==> src/rtl/mppt_po_tracker.sv <==
// Perturb-and-observe maximum power point tracker.
// Averages v*i over a window of 2^AVG_LOG2 valid samples. After each window it
// compares the average against the previous window and nudges the duty cycle
// one STEP in the direction that last improved power. Duty saturates at
// DUTY_MIN/DUTY_MAX, and the direction is forced back inward at either bound.
module mppt_po_tracker #(
  parameter int W         = 8,
  parameter int DUTY_W    = 8,
  parameter int AVG_LOG2  = 2,
  parameter int STEP      = 1,
  parameter int DUTY_MIN  = 16,
  parameter int DUTY_MAX  = 240,
  parameter int DUTY_INIT = 128
) (
  input  logic              clk,
  input  logic              rst,
  input  logic              en,
  input  logic [W-1:0]      v_in,
  input  logic [W-1:0]      i_in,
  input  logic              s_valid,
  output logic [DUTY_W-1:0] duty,
  output logic              duty_upd,
  output logic [2*W-1:0]    p_avg,
  output logic              dir,
  output logic [1:0]        state
);

  localparam int ACC_W = 2*W + AVG_LOG2;
  localparam int CNT_W = AVG_LOG2 + 1;

  localparam logic [CNT_W-1:0]  CNT_LAST = CNT_W'((1 << AVG_LOG2) - 1);
  localparam logic [DUTY_W:0]   STEP_X   = (DUTY_W+1)'(STEP);
  localparam logic [DUTY_W:0]   MAX_X    = (DUTY_W+1)'(DUTY_MAX);
  localparam logic [DUTY_W:0]   DN_LIMIT = (DUTY_W+1)'(DUTY_MIN + STEP);
  localparam logic [DUTY_W-1:0] MIN_D    = DUTY_W'(DUTY_MIN);
  localparam logic [DUTY_W-1:0] MAX_D    = DUTY_W'(DUTY_MAX);
  localparam logic [DUTY_W-1:0] INIT_D   = DUTY_W'(DUTY_INIT);

  typedef enum logic [1:0] {
    IDLE   = 2'd0,
    ACCUM  = 2'd1,
    DECIDE = 2'd2,
    UPDATE = 2'd3
  } state_t;

  state_t            cur_state;
  logic [ACC_W-1:0]  acc;
  logic [CNT_W-1:0]  cnt;
  logic [2*W-1:0]    p_prev;
  logic              first_win;

  logic [2*W-1:0]    prod;
  logic [2*W-1:0]    avg_new;
  logic [DUTY_W:0]   duty_up;
  logic [DUTY_W:0]   duty_dn;
  logic [DUTY_W-1:0] duty_next;

  assign state = cur_state;

  // Power product, window average, and the saturated next duty for the current direction.
  // The +/- STEP arithmetic is one bit wider so it cannot wrap before being clamped.
  always_comb begin
    prod    = (2*W)'(v_in) * (2*W)'(i_in);
    avg_new = acc[ACC_W-1:AVG_LOG2];
    duty_up = {1'b0, duty} + STEP_X;
    duty_dn = {1'b0, duty} - STEP_X;
    if (dir) begin
      duty_next = (duty_up > MAX_X) ? MAX_D : duty_up[DUTY_W-1:0];
    end else begin
      duty_next = ({1'b0, duty} < DN_LIMIT) ? MIN_D : duty_dn[DUTY_W-1:0];
    end
  end

  // Tracker FSM: accumulate a window, decide the direction, then step the duty.
  // Dropping en from any state discards the partial window but keeps the tracking history.
  always_ff @(posedge clk or posedge rst) begin
    if (rst) begin
      cur_state <= IDLE;
      acc       <= '0;
      cnt       <= '0;
      duty      <= INIT_D;
      dir       <= 1'b1;
      p_avg     <= '0;
      p_prev    <= '0;
      first_win <= 1'b1;
      duty_upd  <= 1'b0;
    end else begin
      duty_upd <= 1'b0;
      if (!en) begin
        cur_state <= IDLE;
        acc       <= '0;
        cnt       <= '0;
      end else begin
        case (cur_state)
          IDLE: begin
            acc       <= '0;
            cnt       <= '0;
            cur_state <= ACCUM;
          end
          ACCUM: begin
            if (s_valid) begin
              acc <= acc + ACC_W'(prod);
              cnt <= cnt + CNT_W'(1);
              if (cnt == CNT_LAST) begin
                cur_state <= DECIDE;
              end
            end
          end
          DECIDE: begin
            p_avg <= avg_new;
            if (!first_win && (avg_new < p_prev)) begin
              dir <= ~dir;
            end
            cur_state <= UPDATE;
          end
          UPDATE: begin
            duty      <= duty_next;
            duty_upd  <= 1'b1;
            p_prev    <= p_avg;
            first_win <= 1'b0;
            acc       <= '0;
            cnt       <= '0;
            if (duty_next == MAX_D) begin
              dir <= 1'b0;
            end else if (duty_next == MIN_D) begin
              dir <= 1'b1;
            end
            cur_state <= ACCUM;
          end
          default: begin
            cur_state <= IDLE;
          end
        endcase
      end
    end
  end

endmodule

==> config.mk <==
export PLATFORM = sky130hd
export DESIGN_NAME = mppt_po_tracker
export DESIGN_NICKNAME = d
export VERILOG_FILES = /design/src/rtl/mppt_po_tracker.sv
export SDC_FILE = /design/constraint.sdc
export NUM_CORES = 1
export LEC_CHECK = 0
export CORE_MARGIN = 5
export CORE_UTILIZATION = 44
export DETAILED_ROUTE_END_ITERATION = 12
export GPL_TIMING_DRIVEN = 0
export PLACE_DENSITY = 0.74
export SYNTH_ARGS = -nofsm -noshare
export SYNTH_HDL_FRONTEND = slang
export SYNTH_SLANG_ARGS = --single-unit
==> constraint.sdc <==
create_clock -name clk -period 7.7 [get_ports clk]
set_clock_uncertainty 0.05 [all_clocks]
set_input_delay 1.54 -clock clk [delete_from_list [all_inputs] [get_ports clk]]
set_output_delay 1.54 -clock clk [all_outputs]
set_load 0.02 [all_outputs]
==> results of run 1 <==
[synthesized netlist by cell type (3+ instances only)]
cell        n  area share (%)
nor3_1      9            0.76
a21oi_1    19             1.6
nand2_1    88             5.6
nor2b_1     3            0.32
xnor2_1     9             1.3
ha_1       62              13
or2_2       3            0.32
mux2_2     10             1.9
o21ai_0    50             4.2
nand3b_1    4            0.51
dfstp_2     3             1.3
nor2_1     17             1.1
nand4_1     4            0.42
a31oi_1     5            0.53
dfrtp_1    63              27
a21o_1      9             1.1
fa_1       50              17
o22ai_1     3            0.32
and2_1     41             4.3
a211oi_1    3            0.38
xor2_1     10             1.5
or4_1       4            0.51
clkbuf_1   15            0.95
inv_1     122             7.7
o21ai_1     3            0.25
nand3_1     5            0.42
o211ai_1    3            0.38
a22o_1      6            0.89
[layer usage]
| layer | part of all wire, % | vias to the layer above | GRT usage [%] |
|---|---|---|---|
| met3 | 4.0 | 17 | 2.88 |
| met4 | 1.7 | 0 | 4.92 |
| li1 | - | 2255 | - |
| met1 | 45 | 2151 | 21.2 |
| met5 | 0 | - | 0 |
| met2 | 49 | 92 | 29.0 |
[power breakdown]
part           internal [W]  leakage, nW  switching (W)  total [W]
clock              0.000316        0.160       0.000148   0.000464
sequential         0.000423        0.884      0.0000618   0.000485
combinational      0.000473         2.36       0.000638    0.00111
[state kept, by name (all words and copies together), names as in the netlist]
name       flops
dir            1
state          2
duty_upd       1
cnt            3
duty           8
p_prev        16
first_win      1
acc           18
p_avg         16
[final timing paths]
check                                           start                    end  slack (ns)  cells past startpoint
worst max-delay path                          v_in[3]    acc[12]$_DFFE_PP0P_        1.48                     18
worst min register to register  first_win$_DFFE_PP1P_  first_win$_DFFE_PP1P_        0.44                      1
max in group asynchronous                         rst    acc[13]$_DFFE_PP0P_        5.43                      3
min in group asynchronous                         rst  p_prev[8]$_DFFE_PP0P_        1.56                      2
worst max register to register     acc[4]$_DFFE_PP0P_    acc[12]$_DFFE_PP0P_        2.93                     17
worst min-delay path            first_win$_DFFE_PP1P_  first_win$_DFFE_PP1P_        0.44                      1
[per-stage QoR]
step                      cells  hold WS (ns)  power, W  instance area (sq um)  util [%]
after floorplan             659         0.400   0.00131                   5940         -
after global placement      879         0.417   0.00157                   6600      49.8
after detailed placement    880         0.438   0.00160                   6620      50.0
after CTS                   896         0.443   0.00207                   6950      52.5
after global routing        896         0.448   0.00224                   6950      52.5
final                       896         0.440   0.00206                   6950      52.5
[cells by family (layout without fill, tap and decap cells)]
kind of cell	Yosys count	count (layout)	synth area share (%)
xor+xnor	19	19	2.80
buf+inv	142	203	9.09
mux	12	12	2.23
fa+ha+maj	112	112	29.9
simple gates	188	188	15.4
compound gates	120	120	12.6
flops	66	66	27.9
[area by class of cell]
class | count | area, sq um
Tap cell | 176 | 220
Clock buffer | 11 | 233
Timing Repair Buffer | 45 | 460
Fill cell | 1246 | 6290
Inverter | 123 | 462
Buffer | 19 | 77.6
Clock inverter | 5 | 103
Sequential cell | 66 | 1660
Multi-Input combinational cell | 451 | 3740
==> results.toml, run 1 <==
[clock_tree]
cts.sinks = 66
clk_pin_slew_ns = 0.05
clockRootBuffer = "clkbuf_16"
cts_tree = "done"
h-tree-depth = 3
cts_setup_buffers = 0
clockBufferDepth = 2
cts_resized = 0
clk_latency_ns = 0.33
cts_made_buffers = 9
ctsHoldBuffers = 0

[final_layout]
drive_gt1_share_pct = 5.56
layout_commonest_cell = "inv_1"
num-nets-final = 847
syn2layout_area_growth_pct = 17.1
diodes = 0
layout_common_cells = "inv_1 (121), nand2_1 (88), dfrtp_1 (63)"

[timing]
max_slew_margin_pct = 22.0
max_freq_mhz = 161
fin_ws_ns = 1.48
rsz0062_at_grt = "no"
tns_ns = 0
drv_slew = 0
tightest_slew_ns = 1.16
period_minus_slack_ns = 6.22
setup_viol = 0
finalHoldViolCount = 0
fin_crit_sh_pct = 80.8

[floorplan]
coreArea_sq_um = 13200
ios = 48
initial_utilization_pct = 44.8
std_cell_rows = 42
die_x_microns = 126
dieArea_sq_um = 15900
dieHeight_microns = 126

[route]
dr.pass1.iters = 4
final_antenna_net_count = 0
vias_per_cell = 5.04
drc = 0
drt_iter0_drc = 285
drt-total-wl_microns = 12600
wl_per_cell_microns = 14.1
num_vias = 4515

[critical_path]
path_cells = "clkdlybuf4s50_1, nand2_1, fa_1, inv_1, fa_1, ha_1, inv_1, fa_1, inv_1, ha_1, a21o_1, a21o_1, a2111oi_0, nor3_1, a21oi_1, o21ai_1, xor2_1, a22o_1"
end_kind = "register"
crit_family = "adder cells"
crit_type = "in -> reg"
cp.arrival_ns = 6.39
slowest_delay_ns = 0.63
cp_max_fo = 8
start_kind = "input pin"
slowest_stage = "clkdlybuf4s50_1"
path_buf_inv = 4
required_ns = 7.87

[placement]
place_congestion = 0.840
port_buffers = 44
dp_hpwl_microns = 10100
dp_slack_ns = 1.18

[synthesis]
async_flop_share_pct = 100
synth.distinct_cells = 55
synth_area_sq_um = 5940
ys_seq_area_share_pct = 27.9
ys_ff_latch = 66
synth_cells = 659
ys.flop_type = "dfrtp_1"
synth_edf_count = 0
synthesis.nets = 791
syn_area_per_cell_sq_um = 9.01
ys_warn_count = 0

[grt]
grt_max_degree = 40
grt_pass1_wl_microns = 21700
grt_pass1_vias = 4572
antenna_found_initial = 0
grt_usage_pct = 16.6
gr-total-overflow = 0

[run]
maxCapViolations = 0

[pwr]
p_leak_nw = 3.40
powerDensity_nw_per_um2 = 296
vdd_drop_max_uv = 131

[worst_hold_path]
hold_path.class = "reg -> reg"

[outcome]
status = "finished, final reports clean"
Power figures use the tool's default switching activity.
==> inputs of run 2 (changes only) <==
--- a/config.mk
+++ b/config.mk
@@ -9,7 +9,7 @@
 export CORE_UTILIZATION = 44
 export DETAILED_ROUTE_END_ITERATION = 12
 export GPL_TIMING_DRIVEN = 0
-export PLACE_DENSITY = 0.74
+export PLACE_DENSITY = 0.77
 export SYNTH_ARGS = -nofsm -noshare
 export SYNTH_HDL_FRONTEND = slang
 export SYNTH_SLANG_ARGS = --single-unit
==> constraint.sdc (replaced) <==
create_clock -name clk -period 5.25 [get_ports clk]
set_clock_uncertainty 0.05 [all_clocks]
set_input_delay 1.05 -clock clk [delete_from_list [all_inputs] [get_ports clk]]
set_output_delay 1.05 -clock clk [all_outputs]
set_load 0.02 [all_outputs]
==> results.toml, run 2 (synthesis results as in run 1) <==
[outcome]
status = "finished, final reports clean"

[grt]
grt_pass1_vias = 4545
grt_pass1_wl_microns = 21300
grt_max_degree = 35
gr-total-overflow = 0
antenna_found_initial = 0
grt_usage_pct = 16.1

[route]
dr.pass1.iters = 4
num_vias = 4541
drt-total-wl_microns = 12200
wl_per_cell_microns = 13.6
drc = 0
final_antenna_net_count = 0
vias_per_cell = 5.07
drt_iter0_drc = 238

[critical_path]
crit_type = "in -> reg"
crit_start = "v_in[7]"
cp_max_fo = 8
cp.arrival_ns = 5.17
start_kind = "input pin"
required_ns = 5.41
r2r_start = "acc[4]$_DFFE_PP0P_"
end_kind = "register"

[timing]
tightest_slew_ns = 1.20
max_slew_margin_pct = 20.0
setup_viol = 0
fin_crit_sh_pct = 95.4
period_minus_slack_ns = 5.01
tns_ns = 0
max_freq_mhz = 200
finalHoldViolCount = 0
drv_slew = 0
rsz0062_at_grt = "no"

[final_layout]
layout_commonest_cell = "inv_1"
largest_register_ffs = 18
syn2layout_area_growth_pct = 15.6
top_regs = "acc (18), p_avg (16), p_prev (16)"
final_cells = 896
final_area_sq_um = 6860
n_fill_cell = 1228
layout_common_cells = "inv_1 (121), nand2_1 (88), dfrtp_1 (63)"
diodes = 0
regMostFlops = "acc"
num-nets-final = 847
drive_gt1_share_pct = 8.06

[clock_tree]
cts_setup_buffers = 0
clockRootBuffer = "clkbuf_16"
clockBufferDepth = 2
cts_tree = "done"
cts.sinks = 66
h-tree-depth = 3
clk_pin_slew_ns = 0.05
clk_latency_ns = 0.33
cts_made_buffers = 9
ctsHoldBuffers = 0

[floorplan]
std_cell_rows = 42
dieHeight_microns = 126
die_x_microns = 126
ios = 48
coreArea_sq_um = 13200
dieArea_sq_um = 15900
initial_utilization_pct = 44.8

[worst_hold_path]
hold_start = "cnt[2]$_DFFE_PP0P_"
hold_path.class = "reg -> reg"

[placement]
place_congestion = 0.865
port_buffers = 44
dp.cells = 880
placed_cell_area_sq_um = 6620
dp_hpwl_microns = 9810

[run]
maxCapViolations = 0

[pwr]
powerDensity_nw_per_um2 = 425
vdd_drop_max_uv = 183
p_leak_nw = 3.40
run 2: cell types whose count changed in the layout (fill, tap and decap cells not counted), moves of 2 or more:
cell / previous run / this run
clkbuf_2: 0 / 14
clkdlybuf4s50_1: 44 / 30
bufinv_16: 3 / 0
clkbuf_1: 17 / 14
a21oi_1: 19 / 17
clkbuf_8: 0 / 2
dlygate4sd2_1: 0 / 2
run 2: power by group:
group / internal [W] / switching (W)
clock network: 0.000344 / 0.000211
registers: 0.000621 / 0.0000902
logic: 0.000702 / 0.000948
run 2: path summary, 6_finish.rpt:
path                       cells past startpoint               endpoint  slack (ns)
setup reg to reg                              17    acc[12]$_DFFE_PP0P_        0.74
min in group asynchronous                      2  p_prev[5]$_DFFE_PP0P_        1.12
hold reg to reg                                2     cnt[2]$_DFFE_PP0P_        0.43
hold / removal                                 2     cnt[2]$_DFFE_PP0P_        0.43
max in group asynchronous                      3  p_avg[11]$_DFFE_PP0P_        3.41
setup / recovery                              16    acc[16]$_DFFE_PP0P_        0.24
run 2: cell type report:
cell class,count,area [sq um],share of cell area (%)
Clock buffer,12,256,3.74
Multi-Input combinational cell,451,3760,54.8
Sequential cell,66,1660,24.1
Clock inverter,4,26.3,0.383
Buffer,19,80.1,1.17
Tap cell,176,220,3.21
Inverter,123,462,6.73
Timing Repair Buffer,45,398,5.80
run 2: stage by stage:
step / setup WS [ns] / total power (W) / hold slack, ns / util, %
final: 0.240 / 0.00292 / 0.435 / 51.8
after CTS: 0.0256 / 0.00291 / 0.435 / 52.1
after detailed placement: -0.720 / 0.00234 / 0.423 / 50.0
after floorplan: 0.0148 / 0.00193 / 0.400 / -
after global routing: 0.0188 / 0.00320 / 0.460 / 51.8
after global placement: -0.631 / 0.00230 / 0.411 / 49.8
run 2: routing by layer:
metal,vias to the layer above,share of wire [%],GRT usage [%]
li1,2254,-,-
met5,-,0,0
met1,2178,46,21.3
met2,96,49,28.1
met4,0,1.3,3.47
met3,13,4.2,2.33
run 2: critical path, stage by stage:
cell and delay, ns:
dlygate4sd2_1 0.36, nand2_1 0.12, fa_1 0.49, inv_1 0.05, fa_1 0.48, fa_1 0.55
inv_1 0.05, fa_1 0.52, inv_1 0.04, ha_1 0.38, nand4_1 0.12, or4_1 0.47
a31oi_1 0.17, a21oi_1 0.10, xor2_1 0.14, o21ai_1 0.07
run 2: repair_timing:
action                     CTS  global route
setup endpoints to repair    8             8
resized for setup           18            29
pin swaps                    0             1
